===== config.mk =====
export PLATFORM = sky130hd
export DESIGN_NAME = spi_slave_if_flat
export DESIGN_NICKNAME = d
export VERILOG_FILES = /design/src/rtl/spi_slave_if_if.sv /design/src/rtl/spi_slave_if.sv /design/src/flat_wrapper.sv
export SDC_FILE = /design/constraint.sdc
export NUM_CORES = 1
export LEC_CHECK = 0
export ABC_AREA = 0
export BUFFER_PORTS_ARGS = -buffer_cell sky130_fd_sc_hd__buf_2
export CAP_MARGIN = 5
export CORE_MARGIN = 2
export CORE_UTILIZATION = 59
export CTS_BUF_LIST = sky130_fd_sc_hd__clkbuf_2 sky130_fd_sc_hd__clkbuf_4 sky130_fd_sc_hd__clkbuf_8
export DETAILED_ROUTE_END_ITERATION = 10
export GPL_TIMING_DRIVEN = 0
export PLACE_DENSITY = 0.81
export SYNTH_ARGS = -nofsm -noshare
export SYNTH_HDL_FRONTEND = slang
export SYNTH_SLANG_ARGS = --single-unit

===== constraint.sdc =====
create_clock -name clk -period 2.5 [get_ports clk]
set_clock_uncertainty 0.2 [all_clocks]
set_input_delay 0.375 -clock clk [delete_from_list [all_inputs] [get_ports clk]]
set_output_delay 0.375 -clock clk [all_outputs]
set_load 0.01 [all_outputs]

===== src/rtl/spi_slave_if_if.sv =====
// spi_slave_if_if
//   SPI-side and RAM-side signal bundle for spi_slave_if.
//   slave modport  : view of the SPI slave front-end (spi_slave_if).
//   master modport : view of the SPI master / RAM model driving it.
//   Signals: SS_n, MOSI, MISO, rx_data[9:0], rx_valid, tx_data[7:0], tx_valid,
//            frame_err (only when SPI_SLAVE_IF_FRAME_ERR_EN is defined).
interface spi_slave_if_if;
  logic       SS_n;
  logic       MOSI;
  logic       MISO;
  logic [9:0] rx_data;
  logic       rx_valid;
  logic [7:0] tx_data;
  logic       tx_valid;
`ifdef SPI_SLAVE_IF_FRAME_ERR_EN
  logic       frame_err;

  modport slave  (input SS_n, MOSI, tx_data, tx_valid,
                  output MISO, rx_data, rx_valid, frame_err);
  modport master (output SS_n, MOSI, tx_data, tx_valid,
                  input MISO, rx_data, rx_valid, frame_err);
`else
  modport slave  (input SS_n, MOSI, tx_data, tx_valid,
                  output MISO, rx_data, rx_valid);
  modport master (output SS_n, MOSI, tx_data, tx_valid,
                  input MISO, rx_data, rx_valid);
`endif
endinterface


===== src/rtl/spi_slave_if.sv =====
// spi_slave_if
//   SPI slave front-end for the single-port RAM. Deserialises MOSI frames
//   (mode bit + 10-bit {cmd,byte} word) into rx_data/rx_valid and, for
//   read-data frames, serialises the RAM's tx_data back onto MISO, MSB first.
//   clk doubles as the SPI clock: one bit per rising edge while SS_n is low.
//
// Ports
//   clk  : system clock / SCK, rising edge
//   rst  : synchronous active-high reset
//   bus  : spi_slave_if_if.slave (SS_n, MOSI, MISO, rx_data, rx_valid,
//          tx_data, tx_valid, and frame_err when enabled)
//
// Build option
//   SPI_SLAVE_IF_FRAME_ERR_EN : adds bus.frame_err, a one-cycle pulse when
//   a frame is aborted by SS_n before rx_valid or while MISO is shifting.
//
// States
//   IDLE      | waiting for SS_n low
//   CHK_CMD   | sampling the mode bit (0 = write, 1 = read)
//   WRITE     | receiving a write address/data word
//   READ_ADD  | receiving a read address word; sets rd_addr_seen
//   READ_DATA | receiving the read-data word, then shifting tx_data on MISO
module spi_slave_if #(
  parameter int DATA_W = 10   // fixed by the RAM command format {cmd[1:0], byte[7:0]}
) (
  input  logic          clk,
  input  logic          rst,
  spi_slave_if_if.slave bus
);

  typedef enum logic [2:0] {IDLE, CHK_CMD, WRITE, READ_ADD, READ_DATA} state_e;

  state_e            state_q, state_d;
  logic [3:0]        bit_cnt_q, bit_cnt_d;       // data bits still to receive, minus one
  logic [DATA_W-2:0] shift_q, shift_d;
  logic [DATA_W-1:0] rx_data_q, rx_data_d;
  logic              rx_valid_q, rx_valid_d;
  logic              rx_done_q, rx_done_d;       // full word received this frame
  logic              rd_addr_seen_q, rd_addr_seen_d;
  logic              captured_q, captured_d;     // tx_data already taken this frame
  logic              shifting_q, shifting_d;     // MISO serialisation in progress
  logic [2:0]        tx_cnt_q, tx_cnt_d;         // MISO bits still to drive
  logic [6:0]        tx_shift_q, tx_shift_d;
  logic              miso_q, miso_d;
`ifdef SPI_SLAVE_IF_FRAME_ERR_EN
  logic              frame_err_q, frame_err_d;
`endif

  always_comb begin
    state_d        = state_q;
    bit_cnt_d      = bit_cnt_q;
    shift_d        = shift_q;
    rx_data_d      = rx_data_q;
    rx_valid_d     = 1'b0;
    rx_done_d      = rx_done_q;
    rd_addr_seen_d = rd_addr_seen_q;
    captured_d     = captured_q;
    shifting_d     = shifting_q;
    tx_cnt_d       = tx_cnt_q;
    tx_shift_d     = tx_shift_q;
    miso_d         = miso_q;
`ifdef SPI_SLAVE_IF_FRAME_ERR_EN
    frame_err_d    = 1'b0;
`endif

    case (state_q)
      IDLE: begin
        if (!bus.SS_n) state_d = CHK_CMD;
      end

      CHK_CMD: begin
        if (bus.SS_n) begin
          state_d = IDLE;
`ifdef SPI_SLAVE_IF_FRAME_ERR_EN
          frame_err_d = 1'b1;
`endif
        end else begin
          bit_cnt_d  = 4'(DATA_W - 1);
          rx_done_d  = 1'b0;
          captured_d = 1'b0;
          if (!bus.MOSI)          state_d = WRITE;
          else if (rd_addr_seen_q) state_d = READ_DATA;
          else                     state_d = READ_ADD;
        end
      end

      WRITE, READ_ADD, READ_DATA: begin
        if (shifting_q && (tx_cnt_q == 3'd0)) begin
          // Bit 0 already went out on the previous edge: the response is
          // complete, so this edge finishes it even if SS_n is rising now.
          miso_d         = 1'b0;
          shifting_d     = 1'b0;
          rd_addr_seen_d = 1'b0;
          if (bus.SS_n) state_d = IDLE;
        end else if (bus.SS_n) begin
          state_d   = IDLE;
          bit_cnt_d = 4'd0;
`ifdef SPI_SLAVE_IF_FRAME_ERR_EN
          if (!rx_done_q || shifting_q) frame_err_d = 1'b1;
`endif
          if (shifting_q) begin
            // Aborted response: rd_addr_seen stays set so the read can be retried.
            shifting_d = 1'b0;
            miso_d     = 1'b0;
            tx_cnt_d   = 3'd0;
          end
        end else if (!rx_done_q) begin
          shift_d = {shift_q[DATA_W-3:0], bus.MOSI};
          if (bit_cnt_q == 4'd0) begin
            rx_data_d  = {shift_q, bus.MOSI};
            rx_valid_d = 1'b1;
            rx_done_d  = 1'b1;
            if (state_q == READ_ADD) rd_addr_seen_d = 1'b1;
          end else begin
            bit_cnt_d = bit_cnt_q - 4'd1;
          end
        end else if (state_q == READ_DATA) begin
          if (shifting_q) begin
            miso_d     = tx_shift_q[6];
            tx_shift_d = {tx_shift_q[5:0], 1'b0};
            tx_cnt_d   = tx_cnt_q - 3'd1;
          end else if (!captured_q && !rx_valid_q && bus.tx_valid) begin
            // rx_valid_q high means this is the edge right after the pulse,
            // where tx_valid may still be the stale level of a previous read.
            miso_d     = bus.tx_data[7];
            tx_shift_d = bus.tx_data[6:0];
            tx_cnt_d   = 3'd7;
            shifting_d = 1'b1;
            captured_d = 1'b1;
          end
        end
      end

      default: state_d = IDLE;
    endcase
  end

  always_ff @(posedge clk) begin
    if (rst) begin
      state_q        <= IDLE;
      bit_cnt_q      <= '0;
      shift_q        <= '0;
      rx_data_q      <= '0;
      rx_valid_q     <= 1'b0;
      rx_done_q      <= 1'b0;
      rd_addr_seen_q <= 1'b0;
      captured_q     <= 1'b0;
      shifting_q     <= 1'b0;
      tx_cnt_q       <= '0;
      tx_shift_q     <= '0;
      miso_q         <= 1'b0;
`ifdef SPI_SLAVE_IF_FRAME_ERR_EN
      frame_err_q    <= 1'b0;
`endif
    end else begin
      state_q        <= state_d;
      bit_cnt_q      <= bit_cnt_d;
      shift_q        <= shift_d;
      rx_data_q      <= rx_data_d;
      rx_valid_q     <= rx_valid_d;
      rx_done_q      <= rx_done_d;
      rd_addr_seen_q <= rd_addr_seen_d;
      captured_q     <= captured_d;
      shifting_q     <= shifting_d;
      tx_cnt_q       <= tx_cnt_d;
      tx_shift_q     <= tx_shift_d;
      miso_q         <= miso_d;
`ifdef SPI_SLAVE_IF_FRAME_ERR_EN
      frame_err_q    <= frame_err_d;
`endif
    end
  end

  assign bus.MISO     = miso_q;
  assign bus.rx_data  = rx_data_q;
  assign bus.rx_valid = rx_valid_q;
`ifdef SPI_SLAVE_IF_FRAME_ERR_EN
  assign bus.frame_err = frame_err_q;
`endif

endmodule


===== src/flat_wrapper.sv =====
// flat-port wrapper written by rule: the top's interface ports become plain ports
module spi_slave_if_flat 
#(
  parameter int DATA_W = 10                                                           
)
  (clk, rst, bus_SS_n, bus_MOSI, bus_tx_data, bus_tx_valid, bus_MISO, bus_rx_data, bus_rx_valid);
  spi_slave_if_if bus_i ();
  input  logic clk;
  input  logic rst;
  input wire logic [$bits(bus_i.SS_n)-1:0] bus_SS_n;
  input wire logic [$bits(bus_i.MOSI)-1:0] bus_MOSI;
  input wire logic [$bits(bus_i.tx_data)-1:0] bus_tx_data;
  input wire logic [$bits(bus_i.tx_valid)-1:0] bus_tx_valid;
  output wire logic [$bits(bus_i.MISO)-1:0] bus_MISO;
  output wire logic [$bits(bus_i.rx_data)-1:0] bus_rx_data;
  output wire logic [$bits(bus_i.rx_valid)-1:0] bus_rx_valid;
  assign bus_i.SS_n = bus_SS_n;
  assign bus_i.MOSI = bus_MOSI;
  assign bus_i.tx_data = bus_tx_data;
  assign bus_i.tx_valid = bus_tx_valid;
  assign bus_MISO = bus_i.MISO;
  assign bus_rx_data = bus_i.rx_data;
  assign bus_rx_valid = bus_i.rx_valid;
  spi_slave_if #(.DATA_W(DATA_W)) u_core (.clk(clk), .rst(rst), .bus(bus_i));
endmodule

==> insert_results.sql <==
INSERT INTO impl_metrics (metric_group, metric, value, unit) VALUES
('status', 'status', 'completed', ''),
('logic_synthesis', 'synth_area', '1960', 'um2'),
('grt', 'first_global_vias', '1410', ''),
('logic_synthesis', 'mappedNetlistNets', '237', ''),
('clocking', 'clk-insertion-delay-late', '0.36', 'ns'),
('timing', 'final.min_clock_period', '1.99', 'ns'),
('clocking', 'cts-hold-fix-buffers', '0', ''),
('hold_path', 'worst_hold_path_type', 'input pin to flop', ''),
('placed_design', 'port_buffers', '24', ''),
('clocking', 'clockBufferDepth', '2', ''),
('clocking', 'cts_inserted_buffers', '5', ''),
('worst_setup_path', 'peak_per_stage_delay_on_the_critical_path', '0.37', 'ns'),
('floorplanning', 'start_util', '63.0', '%'),
('logic_synthesis', 'synth-edff-count', '0', ''),
('power', 'power.static_leakage', '0.863', 'nW'),
('worst_setup_path', 'worst_setup_path_startpoint', 'u_core.tx_cnt_q[0]$_SDFFE_PP0P_', ''),
('clocking', 'cts_resized', '0', ''),
('layout', 'fin_nets', '268', ''),
('detailed_routing', 'route.detailed.vias_per_inst', '5.33', ''),
('logic_synthesis', 'post_synth_and_or_nand_nor_area_fraction', '23.0', '%'),
('clocking', 'path_clk_slew', '0.12', 'ns'),
('floorplanning', 'design.portCount', '25', ''),
('detailed_routing', 'routed_wirelength', '3840', 'um'),
('grt', 'grt_usage', '23.6', '%'),
('worst_setup_path', 'cp_slowest_cell', 'dfxtp_1', ''),
('grt', 'largest_net_degree_at_the_start_of_global_routing', '15', ''),
('worst_setup_path', 'endpoint_kind', 'flop', ''),
('logic_synthesis', 'ys.flop_type', 'dfxtp_1', ''),
('logic_synthesis', 'synth_area_per_cell', '8.89', 'um2'),
('placed_design', 'gp_congestion', '0.792', ''),
('clocking', 'cts-root-buf', 'clkbuf_4', ''),
('detailed_routing', 'drtIter0Drc', '86', ''),
('grt', 'grt_pass1_wl', '6470', 'um'),
('worst_setup_path', 'cp_cell_sequence', 'inv_1 > ha_1 > nand3b_1 > o211ai_2 > o211ai_4 > o21ai_0 > a32o_1', ''),
('layout', 'area_delta_synth_final', '12.0', '%'),
('logic_synthesis', 'post_synth_adder_cell_area', '2.56', '%'),
('worst_setup_path', 'path_class', 'flop to flop', ''),
('worst_setup_path', 'regToRegStartpoint', 'u_core.tx_cnt_q[0]$_SDFFE_PP0P_', ''),
('detailed_routing', 'drt.antenna.violating_nets', '0', ''),
('clocking', 'number_of_clock_sinks', '42', ''),
('worst_setup_path', 'data_arrival_time_of_the_worst_path', '2.06', 'ns'),
('timing', 'clock.fmax', '502', 'MHz'),
('layout', 'antenna_cells_inserted', '0', ''),
('logic_synthesis', 'ys_seq_area_share', '43.0', '%'),
('run', 'cap_viol_max_count', '0', ''),
('logic_synthesis', 'synth_top_family_by_area', 'simple AND/OR/NAND/NOR gates', ''),
('logic_synthesis', 'ys_ff_latch', '42', ''),
('layout', 'final.fill_count', '288', ''),
('hold_path', 'hold_sp', 'bus_MOSI', ''),
('timing', 'tightestPinTransition', '0.565', 'ns'),
('timing', 'finalSetupViolations', '0', ''),
('timing', 'totalNegativeSetupSlack', '0', 'ns'),
('clocking', 'clock_tree_from_tritoncts', 'yes', ''),
('detailed_routing', 'firstDrtPassIters', '4', ''),
('logic_synthesis', 'compound_gate_portion_of_the_synthesized_area', '16.6', '%'),
('grt', 'grt_antenna_before_repair', '0', ''),
('floorplanning', 'die_w', '61.6', 'um'),
('logic_synthesis', 'syn-instance-count', '220', ''),
('layout', 'layout.core_utilization', '70.6', '%'),
('power', 'power.density', '512', 'nW/um2'),
('timing', 'timing_hold_violations_final', '0', ''),
('grt', 'globalRouteOverflowTotal', '0', ''),
('floorplanning', 'dieArea', '3790', 'um2'),
('worst_setup_path', 'crit_fanout', '8', ''),
('clocking', 'buffers_inserted_by_post_cts_timing_repair', '0', ''),
('clocking', 'htreeDepth', '2', ''),
('worst_setup_path', 'worst_setup_path_start_kind', 'flop', ''),
('logic_synthesis', 'async_flop_share', '0', '%'),
('worst_setup_path', 'worstPathRequired', '2.57', 'ns'),
('detailed_routing', 'routed_len_inst', '13.0', 'um'),
('timing', 'timing.final.crit_share', '79.7', '%');
==> layer usage <==
layer	share of wire [%]	global-route usage, %	up-vias
met5	0	0	-
met4	1.4	8.21	0
met3	5.8	8.40	7
met2	45	34.7	38
met1	48	32.2	707
li1	-	-	826
==> synth_stat cells (all sizes together), types with 2 or more instances <==
cell	n	area share, %
dfxtp	42	43
nor2	31	6.3
nand2	28	5.4
a21oi	21	5.4
mux2i	19	9.7
a211oi	8	3.8
inv	8	1.5
o21ai	7	1.8
buf	6	2.0
clkbuf	5	0.96
nor3	5	2.1
ha	4	2.6
nand2b	3	0.96
nand3b	3	1.2
nor4b	3	1.3
o211ai	3	2.1
nand3	2	0.51
nor3b	2	1.3
nor4	2	0.64
o21a	2	0.77
or2	2	0.64
==> kinds of logic after synthesis <==
group	after synthesis
compound gates	48
fa+ha+maj	4
buf+inv	19
flops	42
mux	20
simple gates	87
==> worst max-delay path, delay by kind of cell, from the launching register on <==
kind,cells,cell delay (ns)
buffers and inverters,1,0.08
and+or+nand+nor,1,0.17
AOI/OAI and AO/OA,4,0.86
DFF,1,0.37
adders and majority gates,1,0.22
==> cell type report <==
class	instances	area [um2]	share of cell area (%)
timing repair buffer	24	120	5.49
clock inverter	3	21.3	0.971
buffer	11	58.8	2.69
sequential	42	841	38.4
inverter	8	30.0	1.37
tap	44	55.1	2.51
multi-input combinational	159	1030	46.9
clock buffer	5	37.5	1.71
==> through the flow <==
step | instances | power [mW] | hold slack, ns | area, um2 | setup slack, ns
floorplan | 220 | 0.766 | 0.232 | 1960 | 0.726
global placement | 288 | 0.794 | 0.243 | 2130 | 0.544
detailed placement | 288 | 0.796 | 0.247 | 2130 | 0.526
CTS | 296 | 1.14 | 0.0763 | 2190 | 0.508
global route | 296 | 1.17 | 0.0745 | 2190 | 0.310
finish | 296 | 1.12 | 0.0865 | 2190 | 0.507
==> cells in the final DEF, fill, tap and decap left out, types with 3 or more instances in the layout <==
cell      count
a211oi_1      5
a211oi_2      3
a21oi_1      21
buf_2        26
clkbuf_1      5
clkbuf_4      5
dfxtp_1      42
ha_1          4
inv_1         8
mux2i_1      19
nand2_1      28
nand2b_1      3
nand3b_1      3
nor2_1       30
nor3_1        3
nor4b_1       3
o21ai_0       7
==> report_power, final <==
group | internal [mW] | switching (mW) | leakage (nW)
Combinational | 0.0370 | 0.0610 | 0.493
Sequential | 0.676 | 0.00731 | 0.339
Clock | 0.109 | 0.231 | 0.0312
==> state kept, by name, indices dropped and copies added, names as in the netlist <==
name	cells
u_core.rx_done_q	1
u_core.bit_cnt_q	4
u_core.shifting_q	1
u_core.rd_addr_seen_q	1
u_core.captured_q	1
u_core.bus.rx_valid	1
u_core.shift_q	9
u_core.bus.rx_data	10
u_core.tx_cnt_q	3
u_core.tx_shift_q	7
u_core.state_q	3
u_core.bus.MISO	1
==> path summary, 6_finish.rpt <==
| kind | to | slack (ns) | cells after the start |
|---|---|---|---|
| setup / recovery | u_core.bit_cnt_q[3]$_SDFFE_PP0P_ | 0.51 | 7 |
| hold / removal | u_core.bus.rx_data[0]$_SDFFE_PP0P_ | 0.09 | 3 |
| setup reg to reg | u_core.bit_cnt_q[3]$_SDFFE_PP0P_ | 0.51 | 7 |
| hold reg to reg | u_core.bus.rx_data[5]$_SDFFE_PP0P_ | 0.26 | 2 |
Power figures use the tool's default switching activity.
